File: src/rtl/aes_chain_ctrl.sv
// ECB/CBC chaining controller around an iterative AES core.
// Input and output block FIFOs, one block in flight at the core, chain register for CBC.
module aes_chain_ctrl #(
   parameter int BLK_W = 128,
   parameter int DEPTH = 4,
   parameter int CNT_W = 16
) (
   input  logic             mclk,
   input  logic             rst,
   input  logic             cfg_mode,
   input  logic             cfg_decr,
   input  logic [BLK_W-1:0] cfg_iv,
   input  logic             cfg_iv_ld,
   input  logic             in_valid,
   output logic             in_ready,
   input  logic [BLK_W-1:0] in_data,
   output logic             out_valid,
   input  logic             out_ready,
   output logic [BLK_W-1:0] out_data,
   output logic             core_ld,
   output logic [BLK_W-1:0] core_text_in,
   input  logic             core_done,
   input  logic [BLK_W-1:0] core_text_out,
   output logic             busy,
   output logic [CNT_W-1:0] blk_cnt,
   output logic             iv_err
);
   localparam int AW = $clog2(DEPTH);

   typedef enum logic [1:0] {IDLE, LOAD, WAIT, STORE} state_t;
   state_t state_reg, state_next;

   logic [BLK_W-1:0] in_mem  [DEPTH];
   logic [BLK_W-1:0] out_mem [DEPTH];
   logic [AW:0]      in_wr_reg, in_rd_reg, out_wr_reg, out_rd_reg;
   logic             run_reg, mode_reg, decr_reg, iv_err_reg;
   logic [BLK_W-1:0] chain_reg, hold_reg, res_reg;
   logic [CNT_W-1:0] cnt_reg;
   logic             in_empty, in_full, out_empty, out_full;
   logic             in_push, in_pop, out_push, out_pop, iv_ok;
   logic [BLK_W-1:0] in_head, store_data;

   // Pointers carry one extra wrap bit so full and empty are distinguishable.
   assign in_empty  = (in_wr_reg == in_rd_reg);
   assign in_full   = (in_wr_reg == {~in_rd_reg[AW], in_rd_reg[AW-1:0]});
   assign out_empty = (out_wr_reg == out_rd_reg);
   assign out_full  = (out_wr_reg == {~out_rd_reg[AW], out_rd_reg[AW-1:0]});

   assign in_ready  = run_reg & ~in_full;
   assign in_push   = in_valid & in_ready;
   assign out_valid = ~out_empty;
   assign out_pop   = out_valid & out_ready;
   assign in_head   = in_mem[in_rd_reg[AW-1:0]];
   assign out_data  = out_mem[out_rd_reg[AW-1:0]];

   assign core_text_in = (cfg_mode & ~cfg_decr) ? (in_head ^ chain_reg) : in_head;
   assign store_data   = (mode_reg & decr_reg) ? (res_reg ^ chain_reg) : res_reg;
   assign iv_ok        = (state_reg == IDLE) & in_empty;

   assign busy    = (state_reg != IDLE) | ~in_empty;
   assign blk_cnt = cnt_reg;
   assign iv_err  = iv_err_reg;

   always_comb begin
      state_next = state_reg;
      core_ld    = 1'b0;
      in_pop     = 1'b0;
      out_push   = 1'b0;
      case (state_reg)
         // Reserve the output slot before starting, so STORE can never overflow.
         IDLE:    if (!in_empty && (!out_full || out_pop)) state_next = LOAD;
         LOAD: begin
            core_ld    = 1'b1;
            in_pop     = 1'b1;
            state_next = WAIT;
         end
         WAIT:    if (core_done) state_next = STORE;
         STORE: begin
            out_push   = 1'b1;
            state_next = IDLE;
         end
         default: state_next = IDLE;
      endcase
   end

   always_ff @(posedge mclk) begin
      if (in_push)  in_mem[in_wr_reg[AW-1:0]]   <= in_data;
      if (out_push) out_mem[out_wr_reg[AW-1:0]] <= store_data;
   end

   always_ff @(posedge mclk or posedge rst) begin
      if (rst) begin
         state_reg  <= IDLE;
         run_reg    <= 1'b0;
         in_wr_reg  <= '0;
         in_rd_reg  <= '0;
         out_wr_reg <= '0;
         out_rd_reg <= '0;
         mode_reg   <= 1'b0;
         decr_reg   <= 1'b0;
         chain_reg  <= '0;
         hold_reg   <= '0;
         res_reg    <= '0;
         cnt_reg    <= '0;
         iv_err_reg <= 1'b0;
      end else begin
         state_reg <= state_next;
         run_reg   <= 1'b1;
         if (in_push)  in_wr_reg  <= in_wr_reg + 1'b1;
         if (in_pop)   in_rd_reg  <= in_rd_reg + 1'b1;
         if (out_push) out_wr_reg <= out_wr_reg + 1'b1;
         if (out_pop)  out_rd_reg <= out_rd_reg + 1'b1;
         if (state_reg == LOAD) begin
            mode_reg <= cfg_mode;
            decr_reg <= cfg_decr;
            hold_reg <= in_head;
         end
         if (state_reg == WAIT && core_done) res_reg <= core_text_out;
         if (state_reg == STORE) begin
            cnt_reg <= cnt_reg + 1'b1;
            if (mode_reg) chain_reg <= decr_reg ? hold_reg : res_reg;
         end
         if (cfg_iv_ld) begin
            if (iv_ok) chain_reg  <= cfg_iv;
            else       iv_err_reg <= 1'b1;
         end
      end
   end
endmodule
File: config.mk
export PLATFORM = sky130hd
export DESIGN_NAME = aes_chain_ctrl
export DESIGN_NICKNAME = d
export VERILOG_FILES = /design/src/rtl/aes_chain_ctrl.sv
export SDC_FILE = /design/constraint.sdc
export NUM_CORES = 2
export LEC_CHECK = 0
export CAP_MARGIN = 20
export CORE_MARGIN = 2
export CORE_UTILIZATION = 61
export DETAILED_ROUTE_END_ITERATION = 10
export PLACE_DENSITY_LB_ADDON = 0.2
export SLEW_MARGIN = 20
export SYNTH_ARGS = -nofsm -noshare
export SYNTH_HDL_FRONTEND = slang
export SYNTH_SLANG_ARGS = --single-unit
export TNS_END_PERCENT = 5
File: constraint.sdc
create_clock -name mclk -period 39 [get_ports mclk]
set_input_delay 3.9 -clock mclk [delete_from_list [all_inputs] [get_ports mclk]]
set_output_delay 3.9 -clock mclk [all_outputs]
set_load 0.01 [all_outputs]
### Word level (Yosys, flattened, before mapping)

Memory sizes are Yosys's and may differ from the RTL's.
Index checks and enable logic that the tools add are counted.

| word-level totals | value |
|---|---|
| bits of input ports | 392 |
| RAM bits | 1024 |
| latch bits | 0 |
| word-level logic and storage cells | 70 |
| bits in read-only memories | 0 |
| memories | 2 |
| register bits after elaboration | 418 |

Memories:

| memory | words | width | read ports | clocked after memory_dff | wr ports | line | text |
|---|---|---|---|---|---|---|---|
| in_mem | 4 | 128 | 1 | 0 | 1 | 33 | `logic [BLK_W-1:0] in_mem [DEPTH];` |
| out_mem | 4 | 128 | 1 | 0 | 1 | 34 | `logic [BLK_W-1:0] out_mem [DEPTH];` |

| operators by class | value |
|---|---|
| shift operators | 0 |
| add/sub/neg operators | 5 |
| mux-type cells | 16 |
| equal/unequal tests | 9 |
| reduce and logical (&&, ||, !) cells | 9 |
| bitwise gates (word level) | 16 |
| multiply operators | 0 |
| div/mod/pow operators | 0 |
| magnitude comparators | 0 |

Operators with widths:

| operator | number |
|---|---|
| $mux 128 | 7 |
| $xor 128x128->128 | 2 |
| $add 16x1->16 const B | 1 |
| $add 3x1->3 const B | 4 |
| $eq 3x3->1 | 4 |
| $pmux 2 s4 | 1 |
| $not 1->1 | 7 |
| $and 1x1->1 | 6 |
| $mux 1 | 6 |
| $eq 2x2->1 const B | 2 |
| $mux 2 | 2 |
| $reduce_and 2->1 | 2 |
| $eq 2x1->1 const B | 1 |
| $logic_and 1x1->1 | 2 |
| $logic_not 1->1 | 2 |
| $logic_not 2->1 | 1 |
| $ne 2x1->1 const B | 1 |
| $ne 2x2->1 const B | 1 |
| $reduce_bool 2->1 | 1 |
| $logic_or 1x1->1 | 1 |
| $or 1x1->1 | 1 |

### Depth between registers and ports, before layout

| depth | value |
|---|---|
| depth in word-level cells | 7 |
| mapped depth | 8 |

### Worst setup path before layout

Ideal clock, no wire load.

| timing | value |
|---|---|
| path kind | in2out |
| from | input cfg_mode |
| to | output core_text_in[107] |
| path buffers | 2 |
| slack | 30.162 ns |
| stages | 5 |
| data arrival time | 4.938 ns |
| path through | nor2b_1 > clkbuf_1 > clkbuf_1 > nand2_1 > xnor2_1 |

| on the way | value |
|---|---|
| longest elaborated chain between the ends | 2 |

Ends and longest elaborated chain:

| item | line | text |
|---|---|---|
| start, declared | 10 | `input logic cfg_mode,` |
| $and 1x1->1 | 56 | `assign core_text_in = (cfg_mode & ~cfg_decr) ? (in_head ^ chain_reg) : in_head;` |
| $mux 128 | 56 |  |
| end, declared | 21 | `output logic [BLK_W-1:0] core_text_in,` |

Every way passes these cells.

### Worst setup path after layout

| timing | value |
|---|---|
| from | input cfg_mode |
| to | output core_text_in[80] |

The elaborated chain is that of the path after synthesis.

==> metrics.log <==
INFO  metric crit_required = 35.10 ns
INFO  metric max_clock_freq = 92.1 MHz
INFO  metric final_wirelength = 150000 µm
INFO  metric die-width = 315 µm
INFO  metric cellPowerDensity = 88.0 mW/mm²
INFO  metric cp-start-kind = input pin
INFO  metric antenna_violating_nets_post_route = 0
INFO  metric total_switching_power = 0.00207 W
INFO  metric post_cts.repair.setup_buffers = 0
INFO  metric swShare = 32.8%
INFO  metric critPathArrivalTime = 6.95 ns
INFO  metric cts_num_sinks = 1442
INFO  metric cts.path.max_buffers = 3
INFO  metric placement.io_buffers = 668
INFO  metric crit_path_end_kind = primary output
INFO  metric post-route-period-util = 27.8%
INFO  metric clkSlewWorstSetupHoldPaths = 0.06 ns
INFO  metric pwr-share-comb = 37.8%
INFO  metric dieArea = 0.0992 mm²
INFO  metric status = complete, no violations
INFO  metric syn-instance-count = 3269
INFO  metric grt_antenna_before_repair = 45
INFO  metric drive_gt1_share = 19.0%
INFO  metric worst_r2r_src = in_rd_reg[0]
INFO  metric power.share.sequential = 39.7%
INFO  metric dpl.hpwl = 96400 µm
INFO  metric gp_congestion = 0.841
INFO  metric timing.hold.worst.class = flip-flop to flip-flop
INFO  metric rows = 114
INFO  metric layout_setup_ws = 28.15 ns
INFO  metric worst_setup_path_startpoint = cfg_mode
INFO  metric detail_route.iter0.violations = 2915
INFO  metric design.portCount = 669
INFO  metric synth_area_per_cell = 18.0 µm²
INFO  metric floorplan.core_area = 0.0963 mm²
INFO  metric stdcell_count = 5387
INFO  metric timing.reg2reg.worst_path_depth = 7
INFO  metric place_ws = 28.26 ns
INFO  metric clock_latency = 0.76 ns
INFO  metric ctsHtreeMaxLevel = 4
INFO  metric worst_ir_drop_vdd = 0.0617 mV
INFO  metric finalNetCount = 4366
INFO  metric n_fill_cell = 5687
INFO  metric floorplan.die.height = 315 µm
INFO  metric overflow = 0
INFO  metric dpl.cell_count = 5086
INFO  metric rr_endpoint = chain_reg[64]
INFO  metric synth-async-reset-ratio = 29.0%
INFO  metric cts_tree = done
INFO  metric layout_min_cycle_time = 10.86 ns
INFO  metric final_max_slew_viol_count = 0
INFO  metric p_clk_share = 22.5%
INFO  metric synth_seq_cells = 1442
INFO  metric timing.slew.headroom = 29.8%
INFO  metric num_vias = 32369
INFO  metric setup_violations = 0
INFO  metric worst_pin_slew = 1.05 ns
INFO  metric num_cts_buffers = 146
INFO  metric fin_skew = 0.0175 ns
INFO  metric internal_power = 0.00425 W
INFO  metric synthDistinctLibCells = 36
INFO  metric r2r_setup_slack = 34.43 ns
INFO  metric rsz_0062_raised_after_global_routing = false
INFO  metric finish.instance_area = 0.0719 mm²
INFO  metric routed_wire_length_per_instance = 27.9 µm
INFO  metric crit_fanout = 67
INFO  metric final_hold_viol_count = 0
INFO  metric initial_core_util = 61.3%
INFO  metric areaGrowthSynthToFinish = 21.9%
INFO  metric post-route-drc-count = 0
INFO  metric synth_enable_flop_cells = 1024
INFO  metric maxCapViolCount = 0
INFO  metric setup.worst_path.class = input pin to primary output
INFO  metric post_cts_hold_buffer_count = 0
INFO  metric hold_path.startpoint = iv_err
INFO  metric detailed_place.area = 0.0669 mm²
INFO  metric cts_repair_resize_count = 0
INFO  metric clk_root_buf = clkbuf_16
INFO  metric yosys_warnings = 0
INFO  metric synth.cell_area = 0.0590 mm²
INFO  metric first_pass_grt_wire_length = 220000 µm
INFO  metric vias_per_cell = 6.01
INFO  metric setup_total_negative_slack = 0 ns
INFO  metric ys_seq_area_share = 69.9%
INFO  metric drt_first_pass_iters = 7
INFO  metric grt_start_max_net_pins = 106
INFO  metric first_global_vias = 33217
INFO  metric dominant_register_cell_in_the_synthesized_netlist = edfxtp_1
INFO  metric synth_nets = 3677
INFO  metric critPathCapture = core_text_in[80]
INFO  metric p_leak = 25.7 nW
INFO  metric global_route.usage.total = 30.7%
==> layer usage <==
layer | track usage, % | share of wire (%) | vias to the layer above
li1 | - | - | 13796
met1 | 39.3 | 38 | 16805
met2 | 49.1 | 50 | 1348
met3 | 6.99 | 6.9 | 388
met4 | 16.7 | 5.4 | 32
met5 | 0 | 0.13 | -
==> synthesized netlist by cell type, types with 14 or more instances <==
master	instances	area, µm²
a21oi_1	128	641
buf_1	34	128
buf_2	41	205
buf_6	14	158
clkbuf_1	84	315
dfrtp_1	418	10500
edfxtp_1	1024	30700
ha_1	16	200
mux2_1	161	1810
mux2_2	130	1460
mux2_4	100	1500
mux2i_1	128	1280
mux4_2	256	5770
nand2_1	265	995
nor2_1	133	499
xnor2_1	276	2420
==> final cells by class <==
type | instances | area, µm² | share of cell area [%]
clock inverter | 79 | 862 | 1.20
clock buffer | 195 | 4040 | 5.63
antenna | 27 | 67.6 | 0.0940
tap | 1276 | 1600 | 2.22
timing repair buffer | 715 | 7040 | 9.80
multi-input combinational | 1642 | 17000 | 23.6
sequential | 1442 | 41200 | 57.4
inverter | 11 | 53.8 | 0.0749
==> layout by cell type (no fill, tap or decap), types with 8 or more instances in the layout <==
cell	instances
a21oi_1	128
buf_4	46
bufinv_16	16
clkbuf_1	33
clkbuf_16	150
clkbuf_8	12
clkdlybuf4s50_1	668
clkinv_1	18
clkinv_2	30
dfrtp_1	413
diode_2	27
edfxtp_1	1024
ha_1	15
inv_1	9
inv_6	10
mux2_1	161
mux2_2	130
mux2_4	100
mux2i_1	128
mux4_2	256
nand2_1	264
nand3_1	11
nor2_1	133
xnor2_1	276
xor2_1	8
==> critical path: stages <==
cell	delay [ns]
clkdlybuf4s50_1	0.49
nor2b_4	0.13
buf_4	0.53
buf_4	0.71
nand2_1	0.19
xnor2_1	0.25
clkdlybuf4s50_1	0.57
==> how the worst min path moves through the flow <==
stage	end	depth (start not counted)
after global routing	iv_err	1
after detailed placement	iv_err	1
final	iv_err	1
after floorplan	out_wr_reg[2]	1
after global placement	iv_err	1
after CTS	iv_err	1
==> metrics by stage <==
| step | hold slack [ns] | power (W) | util [%] |
|---|---|---|---|
| detailed placement | 0.448 | 0.00492 | 69.5 |
| global route | 0.491 | 0.00659 | 74.6 |
| CTS | 0.461 | 0.00636 | 74.6 |
| floorplan | 0.462 | 0.00392 | - |
| finish | 0.455 | 0.00633 | 74.6 |
| global placement | 0.443 | 0.00485 | 69.5 |
==> cells by family after synthesis <==
family / synth area share (%)
flip-flops: 69.9
multiplexers: 20.0
AND/OR/NAND/NOR: 2.90
XOR/XNOR: 4.24
buffers and inverters: 1.45
AO/OA/AOI/OAI: 1.14
adder cells (fa/ha/maj): 0.339
other: 0.00636
==> power by group through the flow <==
stage	Sequential [W]	Clock (W)	Combinational (W)
after floorplan	0.00241	0	0.00151
after global placement	0.00252	0	0.00234
after detailed placement	0.00253	0	0.00239
after CTS	0.00251	0.00144	0.00241
after global routing	0.00255	0.00150	0.00254
final	0.00251	0.00142	0.00239
Power figures use the tool's default switching activity.
